$ cat config.mk
export PLATFORM = sky130hd
export DESIGN_NAME = switch_input_conditioner
export DESIGN_NICKNAME = d
export VERILOG_FILES = /design/src/rtl/switch_input_conditioner_pkg.sv /design/src/rtl/switch_input_conditioner_debounce_bit.sv /design/src/rtl/switch_input_conditioner.sv
export SDC_FILE = /design/constraint.sdc
export NUM_CORES = 1
export LEC_CHECK = 0
export CAP_MARGIN = 20
export CORE_UTILIZATION = 45
export CTS_BUF_LIST = sky130_fd_sc_hd__clkbuf_4 sky130_fd_sc_hd__clkbuf_8
export DETAILED_ROUTE_END_ITERATION = 8
export GPL_TIMING_DRIVEN = 0
export SLEW_MARGIN = 20
export SYNTH_ARGS = -nofsm -noshare
export SYNTH_HDL_FRONTEND = slang
export SYNTH_SLANG_ARGS = --single-unit
$ cat constraint.sdc
create_clock -name clk -period 4.3 [get_ports clk]
set_clock_uncertainty 0.05 [all_clocks]
set_input_delay 0.645 -clock clk [delete_from_list [all_inputs] [get_ports clk]]
set_output_delay 0.645 -clock clk [all_outputs]
set_load 0.005 [all_outputs]
$ cat src/rtl/switch_input_conditioner_pkg.sv
// Shared types for the switch input front end.
// State encoding and debounce defaults.
package IO_UnitTypes;

  typedef enum logic {
    SCS_INIT = 1'b0,
    SCS_RUN  = 1'b1
  } SwitchCondState;

  localparam int DEBOUNCE_CYCLES_DEFAULT = 1 << 16;
  localparam int DEBOUNCE_COUNT_WIDTH =
    $clog2(DEBOUNCE_CYCLES_DEFAULT);

  typedef logic [DEBOUNCE_COUNT_WIDTH-1:0] DebounceCountPath;

endpackage

$ cat src/rtl/switch_input_conditioner_debounce_bit.sv
// One switch bit: synchroniser chain, debounce counter
// and stable flop with a look-ahead flip strobe.
module switch_debounce_bit
  import IO_UnitTypes::*;
#(
  parameter int SYNC_STAGES     = 2,
  parameter int DEBOUNCE_CYCLES = DEBOUNCE_CYCLES_DEFAULT
) (
  input  logic clk,
  input  logic negResetIn,
  input  logic init,
  input  logic in,
  output logic stable,
  output logic flip
);

  localparam int CW = $clog2(DEBOUNCE_CYCLES);
  localparam logic [CW-1:0] LAST = CW'(DEBOUNCE_CYCLES - 1);

  logic [SYNC_STAGES-1:0] sync_q;
  logic [CW-1:0]          cnt_q;
  logic                   stable_q;
  logic                   synced;
  logic                   differ;

  assign synced = sync_q[SYNC_STAGES-1];
  assign differ = synced != stable_q;
  assign stable = stable_q;
  // High on the cycle whose closing edge flips stable.
  assign flip   = ~init & differ & (cnt_q == LAST);

  always_ff @(posedge clk or negedge negResetIn) begin
    if (!negResetIn) begin
      sync_q   <= '0;
      cnt_q    <= '0;
      stable_q <= 1'b0;
    end else begin
      sync_q <= {sync_q[SYNC_STAGES-2:0], in};
      if (init) begin
        stable_q <= synced;
        cnt_q    <= '0;
      end else if (!differ) begin
        cnt_q <= '0;
      end else if (cnt_q == LAST) begin
        stable_q <= synced;
        cnt_q    <= '0;
      end else begin
        cnt_q <= cnt_q + CW'(1);
      end
    end
  end

endmodule

$ cat src/rtl/switch_input_conditioner.sv
// Debounced slide/push switch front end: gaze vector,
// gaze-change strobe and approximation-level press capture.
module switch_input_conditioner
  import IO_UnitTypes::*;
#(
  parameter int SW_WIDTH        = 16,
  parameter int PSW_WIDTH       = 8,
  parameter int AX_LEVEL_WIDTH  = 8,
  parameter int SYNC_STAGES     = 2,
  parameter int DEBOUNCE_CYCLES = DEBOUNCE_CYCLES_DEFAULT
) (
  input  logic                      clk,
  input  logic                      negResetIn,
  input  logic [SW_WIDTH-1:0]       swIn,
  input  logic [PSW_WIDTH-1:0]      pswIn,
  output logic [SW_WIDTH-1:0]       gazeOut,
  output logic                      gazeChanged,
  output logic                      axLevelEn,
  output logic [AX_LEVEL_WIDTH-1:0] axLevelData,
  output logic                      initDone
);

  localparam int CW = $clog2(DEBOUNCE_CYCLES);
  localparam logic [CW-1:0] INIT_LAST = CW'(DEBOUNCE_CYCLES - 1);

  SwitchCondState              state_q;
  logic [CW-1:0]               initCnt_q;
  logic                        initDone_q;
  logic                        gazeChanged_q;
  logic                        axLevelEn_q;
  logic [AX_LEVEL_WIDTH-1:0]   axLevelData_q;
  logic                        psw0Prev_q;

  logic                        initPhase;
  logic [SW_WIDTH-1:0]         swStable;
  logic [SW_WIDTH-1:0]         swFlip;
  logic [PSW_WIDTH-1:0]        pswStable;
  logic [PSW_WIDTH-1:0]        pswFlip;
  logic                        pressDet;
  logic [AX_LEVEL_WIDTH-1:0]   capData;
  logic                        unusedPsw;

  assign initPhase = state_q == SCS_INIT;

  for (genvar g = 0; g < SW_WIDTH; g++) begin : g_sw
    switch_debounce_bit #(
      .SYNC_STAGES    (SYNC_STAGES),
      .DEBOUNCE_CYCLES(DEBOUNCE_CYCLES)
    ) u_bit (
      .clk       (clk),
      .negResetIn(negResetIn),
      .init      (initPhase),
      .in        (swIn[g]),
      .stable    (swStable[g]),
      .flip      (swFlip[g])
    );
  end

  for (genvar g = 0; g < PSW_WIDTH; g++) begin : g_psw
    switch_debounce_bit #(
      .SYNC_STAGES    (SYNC_STAGES),
      .DEBOUNCE_CYCLES(DEBOUNCE_CYCLES)
    ) u_bit (
      .clk       (clk),
      .negResetIn(negResetIn),
      .init      (initPhase),
      .in        (pswIn[g]),
      .stable    (pswStable[g]),
      .flip      (pswFlip[g])
    );
  end

  assign unusedPsw = ^{pswFlip, pswStable};

  // Press = stable psw[0] rose on the previous edge.
  assign pressDet = pswStable[0] & ~psw0Prev_q;
  assign capData  = {pswStable[AX_LEVEL_WIDTH-2:1], 2'b00};

  always_ff @(posedge clk or negedge negResetIn) begin
    if (!negResetIn) begin
      state_q       <= SCS_INIT;
      initCnt_q     <= '0;
      initDone_q    <= 1'b0;
      gazeChanged_q <= 1'b0;
      axLevelEn_q   <= 1'b0;
      axLevelData_q <= '0;
      psw0Prev_q    <= 1'b0;
    end else begin
      psw0Prev_q    <= pswStable[0];
      gazeChanged_q <= 1'b0;
      axLevelEn_q   <= 1'b0;
      case (state_q)
        SCS_INIT: begin
          if (initCnt_q == INIT_LAST) begin
            state_q    <= SCS_RUN;
            initDone_q <= 1'b1;
          end else begin
            initCnt_q <= initCnt_q + CW'(1);
          end
        end
        SCS_RUN: begin
          gazeChanged_q <= |swFlip;
          if (pressDet) begin
            axLevelEn_q   <= 1'b1;
            axLevelData_q <= capData;
          end
        end
        default: state_q <= SCS_INIT;
      endcase
    end
  end

  assign gazeOut     = swStable;
  assign gazeChanged = gazeChanged_q;
  assign axLevelEn   = axLevelEn_q;
  assign axLevelData = axLevelData_q;
  assign initDone    = initDone_q;

endmodule
Word-level counts from Yosys, hierarchy flattened:

Index checks and enable logic that the tools add are counted.

* bits in registers: 464
* bits of input ports: 26
* word-level logic and storage cells: 399

* add/sub/neg operators: 24
* equality and inequality tests: 93
* muxes and demuxes: 143
* bitwise gates (word level): 36
* reduce and logical (&&, ||, !) cells: 27

Operators by type and width (number)
* 16-bit 2-to-1 mux: 69
* 16-bit by 1-bit adder with 16-bit output (second input constant): 24
* 16-bit equality test (second input constant): 24
* 2-bit by 1-bit != test with 1-bit output (second input constant): 46
* 1-bit 2-to-1 mux: 74
* 2-bit AND reduction: 26
* 1-bit AND: 33
* 1-bit != test: 23
* 16-bit OR reduction: 1
* 1-bit NOT: 3

Longest topological paths before layout:

* depth after elaboration: 5
* gate-level depth with buffers: 9
* depth with buffers taken out: 6

Modules after synthesis:

From an unflattened synthesis, not the netlist that was laid out.

* cells, all modules: 2072
* area total of the unflattened synthesis: 22027.4 um2

Modules (own cells, without submodules)
* switch_debounce_bit: instances 23, cells an instance 85, area an instance 903.4 um2, sequential area each 475.5 um2
* switch_input_conditioner: instances 1, cells an instance 117, area an instance 1249.9 um2, sequential area each 675.6 um2

Worst setup path before layout:

Ideal clock, no wire load.

* path kind: reg2reg
* start: reg g_sw[3].u_bit.cnt_q[0]
* end: reg g_sw[3].u_bit.stable_q
* data arrival time: 1.765 ns
* data required time: 4.123 ns
* path slack: 2.358 ns
* cell stages (with the launch flop): 8
* clock period less this slack: 1.942 ns
* cell sequence: dfrtp_1 ha_1 nand3_2 or2_1 buf_6 or3_4 nand2_1 mux2_1

* cells in the longest elaborated chain, start to end: 3

Ends and longest elaborated chain
* start: declaration: RTL line switch_input_conditioner_debounce_bit.sv:21 `logic [CW-1:0] cnt_q;`
* start signal: assignment: RTL line switch_input_conditioner_debounce_bit.sv:48 `cnt_q <= cnt_q + CW'(1);`
* 16-bit equality test: RTL line switch_input_conditioner_debounce_bit.sv:44 `end else if (cnt_q == LAST) begin`
* 2-bit by 1-bit != test with 1-bit output (no line)
* 2-bit AND reduction (no line)
* end signal: assignment: RTL line switch_input_conditioner_debounce_bit.sv:40 `stable_q <= synced;`
* end signal: assignment: RTL line switch_input_conditioner_debounce_bit.sv:45 `stable_q <= synced;`
* end: declaration: RTL line switch_input_conditioner_debounce_bit.sv:22 `logic stable_q;`

No other way between the ends.
A chain may end at the register's enable or synchronous reset.

Final worst setup path:

* start: reg state_q
* end: reg gazeChanged_q, in the netlist gazeChanged

* cells in the longest elaborated chain, start to end: 4
* elaborated cells on any way between the ends: 34

Ends and longest elaborated chain
* start: declaration: RTL line switch_input_conditioner.sv:26 `SwitchCondState state_q;`
* start signal: assignment: RTL line switch_input_conditioner.sv:81 `state_q <= SCS_INIT;`
* start signal: assignment: RTL line switch_input_conditioner.sv:95 `state_q <= SCS_RUN;`
* start signal: assignment: RTL line switch_input_conditioner.sv:108 `default: state_q <= SCS_INIT;`
* 1-bit AND (2 in series): RTL line switch_input_conditioner_debounce_bit.sv:30 `assign flip = ~init & differ & (cnt_q == LAST);`
* 16-bit OR reduction: RTL line switch_input_conditioner.sv:102 `gazeChanged_q <= |swFlip;`
* 1-bit 2-to-1 mux (*): RTL line switch_input_conditioner.sv:92 `case (state_q)`
* end signal: assignment: RTL line switch_input_conditioner.sv:102
* end: declaration: RTL line switch_input_conditioner.sv:29 `logic gazeChanged_q;`

Mark *: on every way between the ends. The rest lies on a longest branch, timed or not.

==> metrics.txt <==
placed instance area 22100 um2; number of nets in the layout 2188; Via Count 14000; Startpoint Class flop; Static Leakage a little under 10 nW; start point of the worst min-delay path g_psw[3].u_bit.sync_q[0]$_DFF_PN0_; final worst-path cycle share 0.618; clock buffer count from CTS 81; ratio of total power to cell area 367 nW/um2; worst flop-to-flop path endpoint gazeChanged$_DFF_PN0_; final setup violation count 0; 1st-iter DRT viols 697; ratio of routed vias to standard cells 4.99; status completed; average wire per standard cell 13.7 um; height of the die 216 um; 1st-pass router iterations 4; final setup slack of the worst path 1.64 ns; count of endpoints failing hold in the final timing report 0; Critical Path Sink Type flop; global route total overflow 0; count of instances resized after the clock tree is built 0; most frequent cells in the layout 464 x sky130_fd_sc_hd__dfrtp_1, 429 x sky130_fd_sc_hd__nor2_1, 196 x sky130_fd_sc_hd__xor2_1; RD Place Congestion 0.746; pre-CTS setup slack around 1.6 ns; arrival time worst endpoint 3.14 ns; post-synthesis instance area 20700 um2; commonest register cell after synthesis sky130_fd_sc_hd__dfrtp_1; TritonCTS clock tree yes; boundary pin count 53; global-route wire length before repair about 67 mm; total area of sequential cells roughly 12000 um2; post-route design area 23800 um2; Core Box Area about 45000 um2; # placed instances 2654; fin cells 2795; flops & latches, synth 464; max_slew headroom 0.383; part of the Yosys area used for sequential elements 0.561; slew at the pin closest to its max-slew limit 0.925 ns; horizontal die dimension 216 um; terminating pin of the worst hold path g_psw[3].u_bit.sync_q[1]$_DFF_PN0_; initial standard-cell utilization of the core 0.456; Crit Path Max Fanout 10; Final ANT Viol Nets 0; number of remaining DRC errors 0; number of antenna violations at the first check in global routing 0; final critical path time including I/O delays and setup 2.66 ns; Area Overhead vs Synth 14.8%; maximum resistive drop on vdd approximately 0.27 mV; count of buffers inserted at the top-level ports 49; Register-to-Register Path Depth 6; clock network latency to the later pin of the worst-skew pair around 0.64 ns; Avg Cell Area, Syn 10.4 um2; CTS clock-pin slew for the worst setup and hold paths ~0.060 ns; largest net degree at the start of global routing 101; via count of the first global-routing pass 14200; leading cell type in the layout, fill and taps excluded sky130_fd_sc_hd__dfrtp_1; setup repair after global routing missed its margin false; number of library cell types mapped by synthesis 49; max_cap viols 0; overall global routing resource usage 0.172; async set-or-reset flop fraction in the synthesized netlist 1.00; half-perimeter wire length after detailed placement 25.0 mm; launch instance of the worst register-to-register path state_q$_DFF_PN0_; fraction of layout instances using a drive strength above 1 0.106; buffers from clock root to sink, at most 3; Fmax 376 MHz; cell depth of the worst min-delay path 0; path category of the worst min-delay check flop to flop; Cell Rows 78; start-to-end type of the worst setup path flop to flop; fill count just over 4000; post-CTS setup-driven buffer insertion count 0; area used by multi-input combinational logic 8500 um2; number of levels in the clock H-tree 3; number of instances in the synthesized netlist 1999; full die area around 47000 um2; FF-to-FF setup slack about 1.6 ns; Routed WL about 38 mm; Post-synth EDFFs 0; number of max-slew violations in the final report 0; number of warnings printed during yosys synthesis 0; Total Power ~0.0087 W; CTS Sinks about 460; Root Buffer Master sky130_fd_sc_hd__clkbuf_8; Worst Path Required roughly 4.8 ns; Post-CTS Hold Buffers 1
-- report_power, final --
part / total [W] / internal (W) / switching [W]
sequential: 0.00442 / 0.00440 / 0.0000218
clock: 0.00412 / 0.00236 / 0.00176
combinational: 0.000183 / 0.0000729 / 0.000111
-- layer usage --
layer / track usage / up-vias / wire length (um)
met4: 0.0542 / 0 / 849
li1: - / 6899 / -
met1: 0.235 / 6801 / 18700
met2: 0.272 / 183 / 17400
met5: 0 / - / 0
met3: 0.0375 / 71 / 1350
-- metrics by stage --
| step | hold slack, ns | TNS [ns] | utilization |
|---|---|---|---|
| after floorplan | 0.281 | 0 | - |
| after global placement | 0.284 | -8342.38 | 0.483 |
| after detailed placement | 0.286 | 0 | 0.487 |
| after CTS | 0.295 | 0 | 0.523 |
| after global routing | 0.305 | 0 | 0.523 |
| final | 0.294 | 0 | 0.524 |
-- final cells by class --
type	instances	area share
sequential	464	0.489
multi-input combinational	1421	0.358
clock buffer	129	0.0679
tap	600	0.0316
timing repair buffer	55	0.0271
buffer	59	0.0155
inverter	56	0.00885
clock inverter	10	0.00232
antenna	1	0.000105
-- logic make-up (layout without fill, tap and decap cells) --
logic type	count (synthesis)	in the layout	share of synthesized area
simple gates	989	989	0.226
fa+ha+maj	24	24	0.0145
other cells	1	3	0.000181
mux	24	24	0.0131
xor+xnor	346	346	0.146
buf+inv	115	309	0.0280
compound gates	36	36	0.0105
flops	464	464	0.561
-- critical path, stage by stage (launching register included) --
cell	delay, ns
sky130_fd_sc_hd__dfrtp_1	0.48
sky130_fd_sc_hd__buf_2	0.37
sky130_fd_sc_hd__buf_1	0.69
sky130_fd_sc_hd__nand2_1	0.21
sky130_fd_sc_hd__o32ai_1	0.36
sky130_fd_sc_hd__nor4_1	0.19
sky130_fd_sc_hd__nand3_1	0.18
-- worst max-delay path by stage --
stage                                     start                                 to  cells past startpoint
6_report                      state_q$_DFF_PN0_              gazeChanged$_DFF_PN0_                      6
3_3_place_gp                         negResetIn  g_psw[6].u_bit.cnt_q[7]$_DFF_PN0_                      1
3_5_place_dp                  state_q$_DFF_PN0_              gazeChanged$_DFF_PN0_                      6
5_1_grt                       state_q$_DFF_PN0_              gazeChanged$_DFF_PN0_                      6
2_1_floorplan  g_sw[3].u_bit.cnt_q[0]$_DFF_PN0_   g_sw[3].u_bit.stable$_DFFE_PN0P_                      7
4_1_cts                       state_q$_DFF_PN0_              gazeChanged$_DFF_PN0_                      6
-- synth_stat cells (2+ instances only) --
master                      instances  area (um2)
sky130_fd_sc_hd__nand3_2            5        50.1
sky130_fd_sc_hd__mux2_2            23         259
sky130_fd_sc_hd__buf_6              3        33.8
sky130_fd_sc_hd__and2_1             9        56.3
sky130_fd_sc_hd__nor3_1            29         145
sky130_fd_sc_hd__xor2_1           196        1720
sky130_fd_sc_hd__nor4_1             8        50.1
sky130_fd_sc_hd__nand4_1           84         526
sky130_fd_sc_hd__or2_1              4        25.0
sky130_fd_sc_hd__or4_1              5        37.5
sky130_fd_sc_hd__dfrtp_1          464       11600
sky130_fd_sc_hd__nor3b_1            2        15.0
sky130_fd_sc_hd__o32ai_1            2        17.5
sky130_fd_sc_hd__nand4_2            2        25.0
sky130_fd_sc_hd__nand2_1          161         604
sky130_fd_sc_hd__or3_1             15        93.8
sky130_fd_sc_hd__nand3_1          143         716
sky130_fd_sc_hd__and3_1            35         219
sky130_fd_sc_hd__buf_2             16        80.1
sky130_fd_sc_hd__clkbuf_1           8        30.0
sky130_fd_sc_hd__or2_2              2        12.5
sky130_fd_sc_hd__a21oi_1           15        75.1
sky130_fd_sc_hd__nor2b_1            4        25.0
sky130_fd_sc_hd__nor3_2             3        30.0
sky130_fd_sc_hd__and4_1            39         342
sky130_fd_sc_hd__inv_1             56         210
sky130_fd_sc_hd__o21ai_0           13        65.1
sky130_fd_sc_hd__buf_1              4        15.0
sky130_fd_sc_hd__buf_4             28         210
sky130_fd_sc_hd__ha_1              24         300
sky130_fd_sc_hd__nand4bb_1          2        22.5
sky130_fd_sc_hd__xnor2_1          150        1310
sky130_fd_sc_hd__nor2_1           429        1610
-- registers in the layout (all words and copies together), names as in the netlist, 6 cells and up --
| register | flops |
|---|---|
| axLevelData | 6 |
| g_psw.u_bit.cnt_q | 112 |
| g_psw.u_bit.stable | 7 |
| g_psw.u_bit.sync_q | 14 |
| g_sw.u_bit.cnt_q | 256 |
| g_sw.u_bit.stable | 16 |
| g_sw.u_bit.sync_q | 32 |
| initCnt_q | 16 |
Power figures use the tool's default switching activity.
